[src/rtl/axis_uart_tx_fifo.sv]
// AXI-Stream to UART transmitter with a word FIFO. Frames go out back-to-back.
// The divisor is latched at frame start. Word size, parity and stop bits are parameters.
module axis_uart_tx_fifo #(
  parameter int DATA_BITS  = 8,
  parameter int PARITY     = 0,
  parameter int STOP_BITS  = 1,
  parameter int FIFO_DEPTH = 16,
  parameter int DIV_W      = 16,
  localparam int TD_W      = 8 * ((DATA_BITS + 7) / 8),
  localparam int LVL_W     = $clog2(FIFO_DEPTH + 1)
) (
  input  logic             aclk,
  input  logic             aresetn,
  input  logic [TD_W-1:0]  tdata,
  input  logic             tvalid,
  output logic             tready,
  input  logic [DIV_W-1:0] baud_div,
  input  logic             tx_enable,
  output logic             TX,
  output logic             busy,
  output logic [LVL_W-1:0] fifo_level
);

  localparam int PTR_W = $clog2(FIFO_DEPTH);
  localparam int IDX_W = 4;

  typedef enum logic [2:0] {S_IDLE, S_START, S_DATA, S_PARITY, S_STOP} state_t;

  state_t               state, state_nxt;
  logic [DATA_BITS-1:0] mem [FIFO_DEPTH];
  logic [PTR_W-1:0]     wr_ptr, rd_ptr;
  logic [LVL_W-1:0]     level, level_nxt;
  logic                 wr_en, pop, can_start, bit_end;
  logic [DIV_W-1:0]     div_q, cnt;
  logic [IDX_W-1:0]     bit_idx;
  logic [DATA_BITS-1:0] shreg;
  logic                 par_bit, tx_bit;
  logic                 unused_tdata;

  function automatic logic [DIV_W-1:0] eff_div(input logic [DIV_W-1:0] d);
    return (d < DIV_W'(2)) ? DIV_W'(2) : d;
  endfunction

  function automatic logic parity_of(input logic [DATA_BITS-1:0] d);
    return (PARITY == 1) ? ~(^d) : (^d);
  endfunction

  // Bits of tdata above DATA_BITS-1 are deliberately dropped.
  assign unused_tdata = ^tdata;

  assign wr_en      = tvalid && tready;
  assign can_start  = (level != '0) && tx_enable;
  assign bit_end    = (cnt == div_q - DIV_W'(1));
  assign fifo_level = level;

  always_comb begin
    level_nxt = level;
    if (wr_en && !pop)
      level_nxt = level + LVL_W'(1);
    else if (!wr_en && pop)
      level_nxt = level - LVL_W'(1);
  end

  always_comb begin
    state_nxt = state;
    pop       = 1'b0;
    case (state)
      S_IDLE: begin
        if (can_start) begin
          state_nxt = S_START;
          pop       = 1'b1;
        end
      end
      S_START: begin
        if (bit_end) state_nxt = S_DATA;
      end
      S_DATA: begin
        if (bit_end && bit_idx == IDX_W'(DATA_BITS - 1))
          state_nxt = (PARITY != 0) ? S_PARITY : S_STOP;
      end
      S_PARITY: begin
        if (bit_end) state_nxt = S_STOP;
      end
      S_STOP: begin
        // Chain straight into the next start bit when another word is waiting.
        if (bit_end && bit_idx == IDX_W'(STOP_BITS - 1)) begin
          if (can_start) begin
            state_nxt = S_START;
            pop       = 1'b1;
          end else begin
            state_nxt = S_IDLE;
          end
        end
      end
      default: state_nxt = S_IDLE;
    endcase
  end

  always_comb begin
    tx_bit = 1'b1;
    case (state)
      S_START:  tx_bit = 1'b0;
      S_DATA:   tx_bit = shreg[0];
      S_PARITY: tx_bit = par_bit;
      default:  tx_bit = 1'b1;
    endcase
  end

  always_ff @(posedge aclk or negedge aresetn) begin
    if (!aresetn) begin
      state   <= S_IDLE;
      wr_ptr  <= '0;
      rd_ptr  <= '0;
      level   <= '0;
      tready  <= 1'b0;
      busy    <= 1'b0;
      TX      <= 1'b1;
      cnt     <= '0;
      bit_idx <= '0;
      div_q   <= '0;
    end else begin
      state  <= state_nxt;
      level  <= level_nxt;
      tready <= (level_nxt != LVL_W'(FIFO_DEPTH));
      busy   <= (state_nxt != S_IDLE);
      TX     <= tx_bit;
      if (wr_en) wr_ptr <= wr_ptr + PTR_W'(1);
      if (pop)   rd_ptr <= rd_ptr + PTR_W'(1);
      if (pop) begin
        cnt     <= '0;
        bit_idx <= '0;
        div_q   <= eff_div(baud_div);
      end else if (state == S_IDLE) begin
        cnt     <= '0;
        bit_idx <= '0;
      end else if (bit_end) begin
        cnt     <= '0;
        bit_idx <= (state_nxt == state) ? bit_idx + IDX_W'(1) : '0;
      end else begin
        cnt <= cnt + DIV_W'(1);
      end
    end
  end

  always_ff @(posedge aclk) begin
    if (wr_en) mem[wr_ptr] <= tdata[DATA_BITS-1:0];
    if (pop) begin
      shreg   <= mem[rd_ptr];
      par_bit <= parity_of(mem[rd_ptr]);
    end else if (state == S_DATA && bit_end) begin
      shreg <= shreg >> 1;
    end
  end

endmodule

[config.mk]
export PLATFORM = sky130hd
export DESIGN_NAME = axis_uart_tx_fifo
export DESIGN_NICKNAME = d
export VERILOG_FILES = /design/src/rtl/axis_uart_tx_fifo.sv
export SDC_FILE = /design/constraint.sdc
export NUM_CORES = 1
export LEC_CHECK = 0
export ABC_CLOCK_PERIOD_IN_PS = 3480
export CORE_MARGIN = 3
export CORE_UTILIZATION = 40
export CTS_CLUSTER_SIZE = 24
export DETAILED_ROUTE_END_ITERATION = 7
export SLEW_MARGIN = 20
export SYNTH_ARGS = -nofsm -noshare
export SYNTH_HDL_FRONTEND = slang
export SYNTH_SLANG_ARGS = --single-unit
[constraint.sdc]
create_clock -name aclk -period 3.48 [get_ports aclk]
set_input_delay 0.348 -clock aclk [delete_from_list [all_inputs] [get_ports aclk]]
set_output_delay 0.348 -clock aclk [all_outputs]
set_load 0.1 [all_outputs]
-- Yosys cells after proc, flatten, opt, wreduce, memory -nomap -nowiden
Memories as Yosys holds them, arrays and structs flattened.
Index checks and enable logic that the tools add are counted.
- add/subtract/negate cells: 7
- $lt $le $gt $ge: 1
- equality and inequality tests: 8
- muxes and demuxes: 25
- reductions and logical operators: 16
- operators by type and width (operator ; number):
    $mux 16 ; 4
    $add 16x1->16 const B ; 1
    $eq 16x16->1 ; 1
    $lt 16x2->1 const B ; 1
    $mux 4 ; 4
    $mux 8 ; 2
    $sub 16x1->16 const B ; 1
    $mux 3 ; 5
    $pmux 3 s5 ; 1
    $add 4x1->4 const B ; 3
    $mux 5 ; 2
    $reduce_xor 8->1 ; 1
    $logic_and 1x1->1 ; 7
    $eq 3x2->1 const B ; 2
    $reduce_bool 3->1 ; 2
    $add 5x1->5 const B ; 1
    $mux 1 ; 5
    $ne 5x5->1 const B ; 1
    $reduce_bool 5->1 ; 1
    $sub 5x1->5 const B ; 1
    $eq 4x3->1 const B ; 1
    $logic_not 4->1 ; 1
    $eq 3x1->1 const B ; 1
    $eq 3x3->1 ; 1
    other kinds (6) ; 7
- register bits after elaboration: 64
- bits in writable memories: 128
- input port bits: 28
- output and inout port bits: 8
- logic and storage cells: 70
- memories: 1
- memory list (memory ; words ; bits a word ; rd ports ; clocked after memory_dff ; write ports ; RTL line ; RTL):
    mem ; 16 ; 8 ; 1 ; 0 ; 1 ; 30 ; logic [DATA_BITS-1:0] mem [FIFO_DEPTH];

-- Depth between registers and ports, before layout
- word-level depth: 10
- gate-level depth with buffers: 13
- depth with buffers taken out: 12

-- Least setup slack after synthesis
No wires, ideal clock.
- path type: register to register
- start: register div_q[3]
- end: register shreg[0], enable pin
- setup time: 0.398 ns
- data arrival time: 2.834 ns
- required time: 3.082 ns
- path slack: 0.248 ns
- cell stages (with the launch flop): 9
- buffers on the path: 1
- period minus slack after synthesis: 3.232 ns
- cells stage by stage: dfrtp_1 > or3_1 > buf_2 > nor4_1 > xnor2_1 > nand4_1 > nor4_1 > nand3b_1 > o41ai_1
- longest elaborated chain between the ends: 6
- elaborated cells on any way between the ends: 7
- classes of those cells: add/sub: 1; eq/ne: 1; mux: 2; reduce/logical: 3
- RTL lines (what ; RTL line ; RTL):
    start, declared ; 34 ; logic [DIV_W-1:0] div_q, cnt;
    start signal, assigned ; 132 ; div_q <= eff_div(baud_div);
    $sub 16x1->16 * ; 53 ; assign bit_end = (cnt == div_q - DIV_W'(1));
    $eq 16x16->1 * ; 53 ;
    $logic_and 1x1->1 ; 86 ; if (bit_end && bit_idx == IDX_W'(STOP_BITS - 1)) begin
    $mux 1 ; 86 ;
    $pmux 1 s2 ; 67 ; case (state)
    $reduce_bool 2->1 (no line) * ; -- ;
    end signal, assigned ; 148 ; shreg <= mem[rd_ptr];
    end signal, assigned ; 151 ; shreg <= shreg >> 1;
    end, declared ; 36 ; logic [DATA_BITS-1:0] shreg;
Mark *: on every way between the ends. The rest lies on a longest branch, timed or not.
A chain may end at the register's enable or synchronous reset.

-- Worst setup path in the final report
- start: register div_q[0]
- end: register div_q[3]
- longest elaborated chain between the ends: 5
- RTL lines (what ; RTL line):
    $sub 16x1->16 ; 53
    $eq 16x16->1 ; 53
    $logic_and 1x1->1 ; 86
    $mux 1 ; 86
    $pmux 1 s2 ; 67
Every way passes these cells.

==> tab_implementation.tex <==
\begin{tabular}{lr}
\hline
Metric & Value \\
\hline
\multicolumn{2}{l}{\textbf{Global route}} \\
Total grt overflow & 0 \\
Maximum number of pins on one net before global-route repair & 52 \\
Total routing resource utilization after global routing & $\sim$16\% \\
Wire length of the first global-routing pass & 29800 um \\
Number of global-route vias before repair & 5344 \\
Antenna violations before repair & 0 \\
\multicolumn{2}{l}{\textbf{Layout}} \\
Diodes inserted & 0 \\
Layout cells sized above 1 & 14.1\% \\
Area added between synthesis and finish & 15.2\% \\
Final Non-Filler Cells & 976 \\
Net count, final & 727 \\
\multicolumn{2}{l}{\textbf{Route}} \\
Post-DRT Antenna Nets & 0 \\
First-pass iteration count of the detailed router & 5 \\
Final routed DRC violation total & 0 \\
Routed wire length per instance & 19.4 um \\
Routed via count & 5328 \\
Total wirelength of the detailed-routed design & 19000 um \\
DR vias/cell & 5.46 \\
Iter 0 DRT Violations & $\sim$340 \\
\multicolumn{2}{l}{\textbf{Floorplan}} \\
Area of the die & about 24000 um2 \\
Die Y-Extent & 154 um \\
Placeable core area & 21200 um2 \\
Horizontal die dimension & 154 um \\
Placement row count & between 50 and 60 \\
Initial core utilization & 41.1\% \\
Io pins & 36 \\
\multicolumn{2}{l}{\textbf{Timing}} \\
Time the worst path needs with I/O delays and setup & $\sim$3.2 ns \\
Setup repair after global routing missed its margin & false \\
Number of failing setup endpoints in the final timing report & 0 \\
Final hold violation count & 16 \\
Worst slew margin & 35.2\% \\
Achievable Freq & 308 MHz \\
Worst setup slack after layout & 0.236 ns \\
Slew at the pin closest to its max-slew limit & 0.969 ns \\
Maximum clock skew at final layout & 0.0128 ns \\
Setup TNS & 0 ns \\
Final Max Slew Viols & 0 \\
Final clock period utilization by the worst path & 93.2\% \\
Final-layout worst hold slack & -0.00697 ns \\
\multicolumn{2}{l}{\textbf{Yosys}} \\
Unique cell type count in the Yosys netlist & 65 \\
Post-synthesis async set-or-reset flop share & 28.6\% \\
Syn\_nets & 685 \\
Ys Warns & 0 \\
EDFF count, synth & roughly 140 \\
Cells after Synth & 646 \\
Mean instance size in the synthesized netlist & between 10 and 15 um2 \\
Area of the mapped netlist & 8720 um2 \\
Post-synthesis sequential element count & $\sim$190 \\
Share of synthesized area occupied by flip-flops and latches & 63.0\% \\
Top FF cell, synth & sky130\_fd\_sc\_hd\_\_edfxtp\_1 \\
\multicolumn{2}{l}{\textbf{Clock tree}} \\
Hold\_buf cts & 0 \\
CTS max path bufs & 2 \\
Worst skew pair latency & 0.43 ns \\
Count of instances resized after the clock tree is built & 0 \\
Post-CTS clock slew at the launch and capture registers of the worst setup and hold paths & 0.08 ns \\
Number of CTS-inserted buffers & 17 \\
Max H-tree Level & 4 \\
Root Driver & sky130\_fd\_sc\_hd\_\_clkbuf\_16 \\
Count of clock tree sinks & 192 \\
CTS tree & built \\
Post-CTS Setup Repair Bufs & 0 \\
\multicolumn{2}{l}{\textbf{Critical path}} \\
Critical path's top delay family & simple AND/OR/NAND/NOR gates \\
Number of cells on the critical path & 12 \\
RR Startpoint & div\_q[0]\$\_DFFE\_PN0N\_ \\
Register-to-register setup slack & 0.24 ns \\
Highest fanout seen on the critical path & 19 \\
Data arrival time at the worst-slack endpoint & approximately 3.6 ns \\
Reg2reg path depth & 12 \\
Endpoint of the worst register-to-register path & div\_q[3]\$\_DFFE\_PN0N\_ \\
Critical Path Slowest Stage Cell & sky130\_fd\_sc\_hd\_\_or4\_4 \\
Type of element capturing the critical path & flop \\
CP Class & flop to flop \\
Endpoint required time on the critical path & 3.80 ns \\
Cell chain of the critical path & inv\_1, ha\_1, nor2b\_2, nand3\_2, a2111oi\_2, nor3\_1, or4\_4, or2\_1, a21o\_4, clkinv\_2, buf\_12, mux2\_2 \\
Worst path buffer plus inverter count & 3 \\
Critical Path Start Type & flop \\
Slowest cell delay on critical path & 0.53 ns \\
\multicolumn{2}{l}{\textbf{Power and ir drop}} \\
Net switching power & 1.73 mW \\
Proportion of power drawn by flip-flops and latches & 49.2\% \\
Net switching share of the total power & a little under a third \\
Pwr Density & 568 nW/um2 \\
Power share of the combinational group & 16.2\% \\
Leakage power & 3.60 nW \\
Worst VDD drop & 0.000406 V \\
PnR Total Power & between 5 and 6 mW \\
Part of the total power dissipated in the clock network & 34.6\% \\
Power Internal & 3.98 mW \\
\multicolumn{2}{l}{\textbf{Outcome}} \\
Violated checks & hold timing \\
Run status & finished, violations left \\
\multicolumn{2}{l}{\textbf{Placed design}} \\
Instance count after placement with tap cells included & 944 \\
Routability congestion estimate & just under 0.9 \\
Post-Place Worst Slack & 0.0795 ns \\
Detailed placement HPWL & 13000 um \\
Count of input and output buffers & 35 \\
\multicolumn{2}{l}{\textbf{Run}} \\
Number of maximum-capacitance constraint violations & 0 \\
\multicolumn{2}{l}{\textbf{Worst hold path}} \\
Class of the tightest hold or removal check & primary input to async pin \\
\hline
\end{tabular}
synthesized netlist by cell type (17+ instances only):
library cell / n / share of area, %
sky130_fd_sc_hd__nor3_1: 20 / 1.1
sky130_fd_sc_hd__o21ai_0: 24 / 1.4
sky130_fd_sc_hd__nand2_1: 37 / 1.6
sky130_fd_sc_hd__mux2i_1: 30 / 3.4
sky130_fd_sc_hd__xor2_1: 21 / 2.1
sky130_fd_sc_hd__xnor2_1: 30 / 3.0
sky130_fd_sc_hd__nand3_1: 18 / 1.0
sky130_fd_sc_hd__edfxtp_1: 137 / 47
sky130_fd_sc_hd__nor2_1: 53 / 2.3
sky130_fd_sc_hd__mux2_2: 18 / 2.3
sky130_fd_sc_hd__inv_1: 17 / 0.73
sky130_fd_sc_hd__dfrtp_1: 54 / 15
sky130_fd_sc_hd__clkbuf_1: 19 / 0.82
per-stage QoR:
| step | utilization [%] | instance area, um2 | hold WS (ns) |
|---|---|---|---|
| after floorplan | - | 8720 | 0.0524 |
| final | 47.4 | 10000 | -0.00697 |
| after global placement | 44.5 | 9440 | 0.458 |
| after detailed placement | 44.5 | 9440 | 0.476 |
| after global routing | 47.4 | 10000 | 0.0399 |
| after CTS | 47.3 | 10000 | 0.0105 |
cells by family (layout without fill, tap and decap cells):
kind of cell / Yosys count / in the layout / share of synthesized area (%)
AOI/OAI and AO/OA: 91 / 91 / 6.80
xor gates and xnor gates: 51 / 51 / 5.12
adders and majority gates: 12 / 12 / 1.71
buffers and inverters: 48 / 103 / 2.37
DFF: 192 / 192 / 63.0
muxes: 66 / 66 / 10.2
and+or+nand+nor: 186 / 186 / 10.9
power by group through the flow:
stage | combinational [mW] | clock [mW] | sequential, mW
after floorplan | 0.428 | 0 | 3.04
after global placement | 0.909 | 0 | 2.85
after detailed placement | 0.927 | 0 | 2.86
after CTS | 0.930 | 2.01 | 2.81
after global routing | 0.985 | 2.12 | 2.83
final | 0.924 | 1.97 | 2.81
registers in the layout (all words and copies together) (netlist names), 3 cells and up:
| name | flops |
|---|---|
| bit_idx | 4 |
| cnt | 16 |
| div_q | 16 |
| fifo_level | 5 |
| mem | 128 |
| rd_ptr | 4 |
| shreg | 8 |
| state | 3 |
| wr_ptr | 4 |
layout by cell type, fill, tap and decap left out, types with 4 or more instances in the layout:
cell type	n
sky130_fd_sc_hd__a21oi_1	16
sky130_fd_sc_hd__xnor2_1	30
sky130_fd_sc_hd__o21ai_0	24
sky130_fd_sc_hd__nand2_1	37
sky130_fd_sc_hd__edfxtp_1	137
sky130_fd_sc_hd__mux2_2	18
sky130_fd_sc_hd__ha_1	11
sky130_fd_sc_hd__clkbuf_16	17
sky130_fd_sc_hd__buf_4	15
sky130_fd_sc_hd__and2_1	4
sky130_fd_sc_hd__mux4_2	16
sky130_fd_sc_hd__clkdlybuf4s50_1	34
sky130_fd_sc_hd__a221oi_1	8
sky130_fd_sc_hd__or3_1	4
sky130_fd_sc_hd__inv_8	6
sky130_fd_sc_hd__nand4_1	8
sky130_fd_sc_hd__dfrtp_1	53
sky130_fd_sc_hd__mux2i_1	30
sky130_fd_sc_hd__a31oi_1	12
sky130_fd_sc_hd__a22oi_1	8
sky130_fd_sc_hd__nor3_1	19
sky130_fd_sc_hd__nand3b_1	4
sky130_fd_sc_hd__xor2_1	21
sky130_fd_sc_hd__nor2_1	53
sky130_fd_sc_hd__nor4_1	6
sky130_fd_sc_hd__inv_1	17
sky130_fd_sc_hd__and3_1	8
sky130_fd_sc_hd__nand3_1	18
cell type report:
type	count	area (um2)
fill	1865	11200
sequential	192	5490
multi-input combinational	406	3050
timing repair buffer	53	509
clock buffer	18	429
tap	275	344
clock inverter	14	160
inverter	18	68.8
routing by layer:
layer	wire (um)	global-route usage, %	vias to the layer above
li1	-	-	2508
met1	8630	22.4	2684
met2	9250	26.3	114
met3	755	3.60	22
met4	327	5.00	0
met5	0	0	-
worst max path at each step:
| stage | startpoint | to |
|---|---|---|
| 2_1_floorplan | div_q[3]$_DFFE_PN0N_ | shreg[0]$_DFFE_PP_ |
| 4_1_cts | div_q[0]$_DFFE_PN0N_ | rd_ptr[1]$_DFFE_PN0N_ |
| 6_report | div_q[0]$_DFFE_PN0N_ | div_q[3]$_DFFE_PN0N_ |
| 5_1_grt | div_q[0]$_DFFE_PN0N_ | div_q[8]$_DFFE_PN0N_ |
| 3_3_place_gp | div_q[0]$_DFFE_PN0N_ | rd_ptr[1]$_DFFE_PN0N_ |
| 3_5_place_dp | div_q[0]$_DFFE_PN0N_ | rd_ptr[1]$_DFFE_PN0N_ |
Power figures use the tool's default switching activity.
